--- config.mk ---
export PLATFORM = sky130hd
export DESIGN_NAME = stopwatch_ctrl
export DESIGN_NICKNAME = d
export VERILOG_FILES = /design/src/rtl/stopwatch_ctrl.sv
export SDC_FILE = /design/constraint.sdc
export NUM_CORES = 1
export LEC_CHECK = 0
export CORE_UTILIZATION = 65
export CTS_BUF_LIST = sky130_fd_sc_hd__clkbuf_8
export DETAILED_ROUTE_END_ITERATION = 8
export DONT_BUFFER_PORTS = 1
export PLACE_DENSITY_LB_ADDON = 0.12
export SKIP_LAST_GASP = 1
export SLEW_MARGIN = 5
export SYNTH_ARGS = -nofsm -noshare
export SYNTH_HDL_FRONTEND = slang
export SYNTH_SLANG_ARGS = --single-unit
--- constraint.sdc ---
create_clock -name clk -period 3.2 [get_ports clk]
set_clock_uncertainty 0.1 [all_clocks]
set_input_delay 0.32 -clock clk [delete_from_list [all_inputs] [get_ports clk]]
set_output_delay 0.32 -clock clk [all_outputs]
set_load 0.02 [all_outputs]
--- src/rtl/stopwatch_ctrl.sv ---
// stopwatch_ctrl: button front end and run-state shadow for the stopwatch.
// Debounces mode/start/lap buttons, cycles the display select, issues the
// one-cycle start/stop and clear pulses, and generates the centisecond tick.
// Optional lap capture is built only when SW_LAP_EN is defined.
module stopwatch_ctrl #(
  parameter int TICK_DIV     = 1_000_000,
  parameter int DEBOUNCE_CYC = 500_000
) (
  input  logic       clk,
  input  logic       reset_n,
  input  logic       btn_mode,
  input  logic       btn_start,
  input  logic       btn_lap,
  input  logic [5:0] sw_hours,
  input  logic [5:0] sw_minutes,
  input  logic [5:0] sw_seconds,
  input  logic [6:0] sw_ms,
  output logic [1:0] sel,
  output logic       sw_start,
  output logic       sw_tick,
  output logic       sw_clear,
  output logic       run,
  output logic       sat,
  output logic       lap_valid,
  output logic [5:0] lap_hours,
  output logic [5:0] lap_minutes,
  output logic [5:0] lap_seconds,
  output logic [6:0] lap_ms
);

  localparam int DBW = (DEBOUNCE_CYC > 1) ? $clog2(DEBOUNCE_CYC) : 1;
  localparam int PW  = $clog2(TICK_DIV);
  localparam logic [DBW-1:0] DB_LAST   = DBW'(DEBOUNCE_CYC - 1);
  localparam logic [PW-1:0]  PRES_LAST = PW'(TICK_DIV - 1);

  typedef enum logic [1:0] {
    S_IDLE,
    S_RUNNING,
    S_HALTED
  } state_t;

  // Button vector order: [0]=mode, [1]=start, [2]=lap.
  logic [2:0]     btn_raw;
  logic [2:0]     sync1, sync2, deb, deb_d, press;
  logic [DBW-1:0] db_cnt [3];

  logic   mode_press, start_press, lap_press;
  state_t state, state_nxt;
  logic   start_nxt, clear_nxt, pres_clr;
  logic [PW-1:0] pres;

  assign btn_raw = {btn_lap, btn_start, btn_mode};

  // Synchronize raw buttons and accept a new level after DEBOUNCE_CYC
  // consecutive differing samples; any matching sample restarts the count.
  always_ff @(posedge clk) begin
    // NOTE: sequential state uses non-blocking assignments so every register
    // samples the pre-edge values regardless of statement order.
    if (!reset_n) begin
      sync1 <= '0;
      sync2 <= '0;
      deb   <= '0;
      deb_d <= '0;
      for (int i = 0; i < 3; i++) db_cnt[i] <= '0;
    end else begin
      sync1 <= btn_raw;
      sync2 <= sync1;
      deb_d <= deb;
      for (int i = 0; i < 3; i++) begin
        if (sync2[i] == deb[i]) begin
          db_cnt[i] <= '0;
        end else if (db_cnt[i] == DB_LAST) begin
          deb[i]    <= sync2[i];
          db_cnt[i] <= '0;
        end else begin
          db_cnt[i] <= db_cnt[i] + DBW'(1);
        end
      end
    end
  end

  // Presses are rising edges of the debounced level; start/lap need sel==3,
  // judged against sel before any same-cycle mode increment.
  assign press       = deb & ~deb_d;
  assign mode_press  = press[0];
  assign start_press = press[1] && (sel == 2'd3);
  assign lap_press   = press[2] && (sel == 2'd3);

`ifdef SW_LAP_EN
  logic capture;
`endif

  // Next-state and pulse decode for the run shadow; start wins over lap.
  always_comb begin
    // NOTE: every output of this block gets a default first so no path can
    // leave one unassigned and infer a latch.
    state_nxt = state;
    start_nxt = 1'b0;
    clear_nxt = 1'b0;
    pres_clr  = 1'b0;
`ifdef SW_LAP_EN
    capture   = 1'b0;
`endif
    case (state)
      S_IDLE: begin
        if (start_press) begin
          state_nxt = S_RUNNING;
          start_nxt = 1'b1;
          pres_clr  = 1'b1;
        end
      end
      S_RUNNING: begin
        if (start_press) begin
          state_nxt = S_HALTED;
          start_nxt = 1'b1;
        end else if (lap_press) begin
`ifdef SW_LAP_EN
          capture = 1'b1;
`endif
        end
      end
      S_HALTED: begin
        if (start_press) begin
          state_nxt = S_RUNNING;
          start_nxt = 1'b1;
        end else if (lap_press) begin
          state_nxt = S_IDLE;
          clear_nxt = 1'b1;
          pres_clr  = 1'b1;
        end
      end
      default: state_nxt = S_IDLE;
    endcase
  end

  // Run-state register and the registered one-cycle pulses.
  always_ff @(posedge clk) begin
    if (!reset_n) begin
      state    <= S_IDLE;
      sw_start <= 1'b0;
      sw_clear <= 1'b0;
    end else begin
      state    <= state_nxt;
      sw_start <= start_nxt;
      sw_clear <= clear_nxt;
    end
  end

  assign run = (state == S_RUNNING);

  // Display mode select cycles on every mode press.
  always_ff @(posedge clk) begin
    if (!reset_n) sel <= 2'd0;
    else if (mode_press) sel <= sel + 2'd1;
  end

  // Centisecond prescaler: counts only while staying in RUNNING, holds across
  // a halt, and never ticks on the edge that leaves RUNNING.
  always_ff @(posedge clk) begin
    if (!reset_n) begin
      pres    <= '0;
      sw_tick <= 1'b0;
    end else begin
      sw_tick <= 1'b0;
      if (pres_clr) begin
        pres <= '0;
      end else if (state == S_RUNNING && state_nxt == S_RUNNING) begin
        if (pres == PRES_LAST) begin
          pres    <= '0;
          sw_tick <= 1'b1;
        end else begin
          pres <= pres + PW'(1);
        end
      end
    end
  end

  assign sat = (sw_hours == 6'd23) && (sw_minutes == 6'd59) &&
               (sw_seconds == 6'd59) && (sw_ms == 7'd99);

`ifdef SW_LAP_EN
  // Lap capture registers: load on a RUNNING lap, wipe on a clear.
  always_ff @(posedge clk) begin
    if (!reset_n) begin
      lap_valid   <= 1'b0;
      lap_hours   <= '0;
      lap_minutes <= '0;
      lap_seconds <= '0;
      lap_ms      <= '0;
    end else if (clear_nxt) begin
      lap_valid   <= 1'b0;
      lap_hours   <= '0;
      lap_minutes <= '0;
      lap_seconds <= '0;
      lap_ms      <= '0;
    end else if (capture) begin
      lap_valid   <= 1'b1;
      lap_hours   <= sw_hours;
      lap_minutes <= sw_minutes;
      lap_seconds <= sw_seconds;
      lap_ms      <= sw_ms;
    end
  end
`else
  assign lap_valid   = 1'b0;
  assign lap_hours   = '0;
  assign lap_minutes = '0;
  assign lap_seconds = '0;
  assign lap_ms      = '0;
`endif

endmodule

; ---- Word-level counts from Yosys, hierarchy flattened
; Memories as Yosys holds them, arrays and structs flattened.
; Index checks and enable logic that the tools add are counted.
[totals]
regBits = 39
latch_bits = 0
ramBits = 57
mem_bits_ro = 0
elab_cells = 118
n_memories = 1
[classes]
add_sub_neg = 5
mul = 0
n_div = 0
n_lt_le_gt_ge = 0
n_eq_ne = 15
shift = 0
mux = 54
n_bitwise = 16
n_reduce_logical = 15
[mem_list]
columns = name, words, width, read_ports, rd_ports_with_merged_regs, write_ports, line_no
row1 = db_cnt, 3, 19, 3, 0, 3, 45  ; logic [DBW-1:0] db_cnt [3];
[ops]
columns = operator, count
row1 = $mux 19, 9
row2 = $add 19x1->19 const B, 3
row3 = $eq 19x19->1 const B, 3
row4 = $mux 1, 38
row5 = $add 20x1->20 const B, 1
row6 = $eq 20x20->1 const B, 1
row7 = $mux 20, 1
row8 = $eq 6x6->1 const B, 2
row9 = $reduce_and 2->1, 5
row10 = $or 1x1->1, 9
row11 = $mux 2, 4
row12 = $eq 7x7->1 const B, 1
row13 = $eq 6x5->1 const B, 1
row14 = $logic_and 1x1->1, 6
row15 = $pmux 2 s3, 1
row16 = $reduce_or 3->1, 2
row17 = $not 1->1, 5
row18 = $eq 2x1->1 const B, 2
row19 = $eq 2x2->1 const B, 2
row20 = $and 3x3->3, 1
row21 = $eq 1x1->1, 3
row22 = $not 3->3, 1
row23 = $add 2x1->2 const B, 1
row24 = $logic_not 2->1, 1
row25 = other kinds (2), 2

; ---- Depth between registers and ports, before layout
[depth]
depth_word = 10
depth_mapped = 7
mapped_depth_nobuf = 5

; ---- Least setup slack after synthesis
; No wires, ideal clock.
[synth_path]
path_kind = register to register
from = register sel[0]
to = register pres[18]
setup_ps = 66
arrival_ps = 2162
required_ps = 3034
slack_ps = 872
path_stages_with_launch = 8
path_buffers = 2
cell_sequence = dfxtp_1 > ha_1 > and3b_1 > buf_2 > or4_4 > buf_6 > or4_4 > a21oi_2
[synth_via]
elab_chain_len = 7
word_cells_on_any_way = 15
classes_between = 2 x eq/ne / 9 x mux / 4 x reduce/logical
[synth_lines]
columns = element, line_no
row1 = start: declaration, 18  ; output logic [1:0] sel,
row2 = start signal: assignment, 154  ; else if (mode_press) sel <= sel + 2'd1;
row3 = $eq 2x2->1 *, "86, 87"
row4 = $logic_and 1x1->1, 87  ; assign lap_press = press[2] && (sel == 2'd3);
row5 = $mux 2, 126  ; end else if (lap_press) begin
row6 = $mux 2, 123  ; if (start_press) begin
row7 = $pmux 2 s3, 104  ; case (state)
row8 = $eq 2x1->1, 167  ; end else if (state == S_RUNNING && state_nxt == S_RUNNING) begin
row9 = $logic_and 1x1->1, 167
row10 = end signal: assignment, 172  ; pres <= pres + PW'(1);
row11 = end: declaration, 50  ; logic [PW-1:0] pres;
; Mark *: on every way between the ends. The rest lies on a longest branch, timed or not.
; A chain may end at the register's enable or synchronous reset.

; ---- Worst setup path after layout
[layout_path]
from = register sel[0]
to = register pres[5]
; The elaborated chain is that of the path after synthesis.

==> flow_metrics.tcl <==
set metrics [dict create \
    drt-initial-drc-count 181 \
    crit_type "flop to flop" \
    grt_usage_pct 23.2 \
    stdcell_count 676 \
    rrSetupSlack_ps 640 \
    p_leak_nw 1.86 \
    cts_buffers 9 \
    placed_cells 656 \
    die_h_microns 90.3 \
    drive_above_1_share_pct 4.51 \
    crit_fanout 16 \
    antenna_cells 0 \
    synth_seq_cells 96 \
    ir_drop_v 0.000311 \
    route.met3.wl_microns 412 \
    grt-ovfl-total 0 \
    vias_per_cell 5.53 \
    ys_seq_area_share_pct 49.2 \
    syn_to_final_growth_pct 7.83 \
    ctsResizeCount 0 \
    synthCells 515 \
    crit_path_start "sel[0]" \
    cap_violations 0 \
    hpwl_microns 6370 \
    tightestPinTransition_ps 914 \
    grt_pass1_vias 3482 \
    finalSetupTns_ps 0 \
    power.density_nw_per_um2 411 \
    avgSynthCellArea_sq_um 9.84 \
    rsz0062_at_grt "no" \
    worstHoldPathType "input port to flop" \
    total_power_w 0.00225 \
    core_sq_um 7410 \
    routed_wl_microns 8940 \
    die_w_microns 90.3 \
    synth_edf_count 57 \
    holdPathStages 2 \
    netlist_top_cells_area "edfxtp_1 (34%), dfxtp_1 (15%), xnor2_1 (5.2%), nor2_1 (4.5%), buf_4 (3.9%)" \
    fmax_mhz 390 \
    clk_latency_ps 360 \
    fin_crit_sh_pct 80.1 \
    htreeDepth 3 \
    cp.required_ps 3320 \
    met1_length_microns 4060 \
    reg2reg_depth 5 \
    outcome "finished clean" \
    layout.nets 607 \
    nFillCells 577 \
    synthFlopType "edfxtp_1" \
    io_buffer_count 0 \
    initial_core_util_pct 68.4 \
    synth.cell_area_sq_um 5070 \
    synth_top_cell_area_share_pct 33.8 \
    cp_data_arrival_time_ps 2680 \
    ant_nets 0 \
    highest_layer "met4" \
    first_pass_iters 4 \
    clkTransAtPathRegs_ps 90 \
    r2r_end "pres[5]" \
    slew_viol_final 0 \
    wl_met2_microns 4340 \
    multi_input_area_sq_um 2560 \
    cts.sink_count 96 \
    slew_headroom_pct 38.5 \
    clk_path_buf_depth 2 \
    drc 0 \
    grt_max_degree 18 \
    grt_pass1_wl_microns 15400 \
    worst_setup_path_start_kind "flop" \
    synth.distinct_cells 51 \
    via_count 3738 \
    seq_area_sq_um 2490 \
    ioPinCount 63 \
    synthArstFlopShare_pct 0 \
    crit_end "pres[5]" \
    synthMostInstantiatedCell "nor2_1" \
    min_period_ps 2560 \
    place_congestion 0.825 \
    end_kind "flop" \
    antenna_found_initial 0 \
    reg2reg_from "sel[0]" \
    setup_viol 0 \
    synth_top_cell_by_area "edfxtp_1" \
    row_count 31 \
    wl_per_cell_microns 13.2 \
    finalHoldViolations 0 \
    cts_tree "done" \
    cts_root_buf "clkbuf_8" \
    yosys_warnings 0 \
    synth_common_cells "nor2_1 (61), edfxtp_1 (57), dfxtp_1 (39)" \
    die-area_sq_um 8150 \
]
per-stage QoR:
| step | cell area, sq um | hold slack (ps) | utilization, % | setup slack (ps) |
|---|---|---|---|---|
| 2_1_floorplan | 5370 | 312 | - | 872 |
| 3_3_place_gp | 5240 | 317 | 70.7 | 704 |
| 3_5_place_dp | 5240 | 331 | 70.7 | 639 |
| 4_1_cts | 5470 | 102 | 73.8 | 626 |
| 5_1_grt | 5470 | 126 | 73.8 | 489 |
| 6_report | 5470 | 133 | 73.8 | 635 |
area by class of cell:
type,instances,share of cell area (%)
clock inverter,7,1.17
sequential,96,45.6
timing repair buffer,5,0.870
clock buffer,9,2.27
inverter,15,1.03
tap,99,2.27
multi-input combinational,445,46.8
flip-flops by register name (all words and copies together), names as in the netlist:
| name | flops |
|---|---|
| sw_tick | 1 |
| sync1 | 3 |
| pres | 20 |
| sw_start | 1 |
| sync2 | 3 |
| sw_clear | 1 |
| deb | 3 |
| state | 2 |
| deb_d | 3 |
| sel | 2 |
| db_cnt | 57 |
kinds of logic (layout without fill, tap and decap cells):
group           count (synthesis)  after routing  share of synthesized area [%]
simple gates                  241            241                           26.4
compound gates                 67             67                           8.22
flops                          96             96                           49.2
mux                             1              1                          0.197
xor+xnor                       48             48                           8.29
other cells                     2             83                          0.148
buf+inv                        55             36                           6.37
fa+ha+maj                       5              5                           1.23
critical path, cell delays in order (launching register included):
cell and delay (ps):
dfxtp_1 400, ha_1 280, and3b_1 270, or4_1 620, o2111ai_2 650, nor2_1 110
layout by cell type, fill, tap and decap left out, drive strengths merged, types with 2 or more instances in the layout:
master / count
or4: 15
conb: 83
nand2b: 2
nor4b: 6
clkbuf: 9
edfxtp: 57
nor3: 10
nor4bb: 3
o21ai: 17
nand4: 21
dfxtp: 39
o21bai: 2
xor2: 18
and2: 11
ha: 5
a31o: 2
nand3: 25
or3: 20
dlygate4sd3: 4
nand2: 33
and4: 8
nor4: 12
nand4b: 3
xnor2: 30
a21oi: 30
o31ai: 9
and3b: 2
and3: 2
nor2: 61
clkinv: 3
inv: 18
power breakdown:
part / total (W) / switching [W] / internal [W]
clock network: 0.000760 / 0.000404 / 0.000356
registers: 0.00138 / 0.0000370 / 0.00134
logic: 0.000110 / 0.0000764 / 0.0000336
total: 0.00225 / 0.000517 / 0.00173
worst min path at each step:
stage	from	endpoint	slack, ps
floorplan	sync1[0]	sync2[0]	310
global placement	sync1[0]	sync2[0]	320
detailed placement	sync1[1]	sync2[1]	330
CTS	reset_n	pres[1]	100
global route	reset_n	db_cnt[2][2]	130
finish	reset_n	pres[1]	130
repair_timing:
item,in CTS,in global routing
setup buffers,0,0
hold buffers,4,0
endpoints found under the hold margin,10,0
metal layers:
layer / vias to the layer above / global-route usage (%)
met5: - / 0
met4: 0 / 8.74
met3: 13 / 5.64
met2: 86 / 37.9
met1: 1753 / 30.0
li1: 1886 / -
Note: power is estimated with default switching activity, not from simulation.
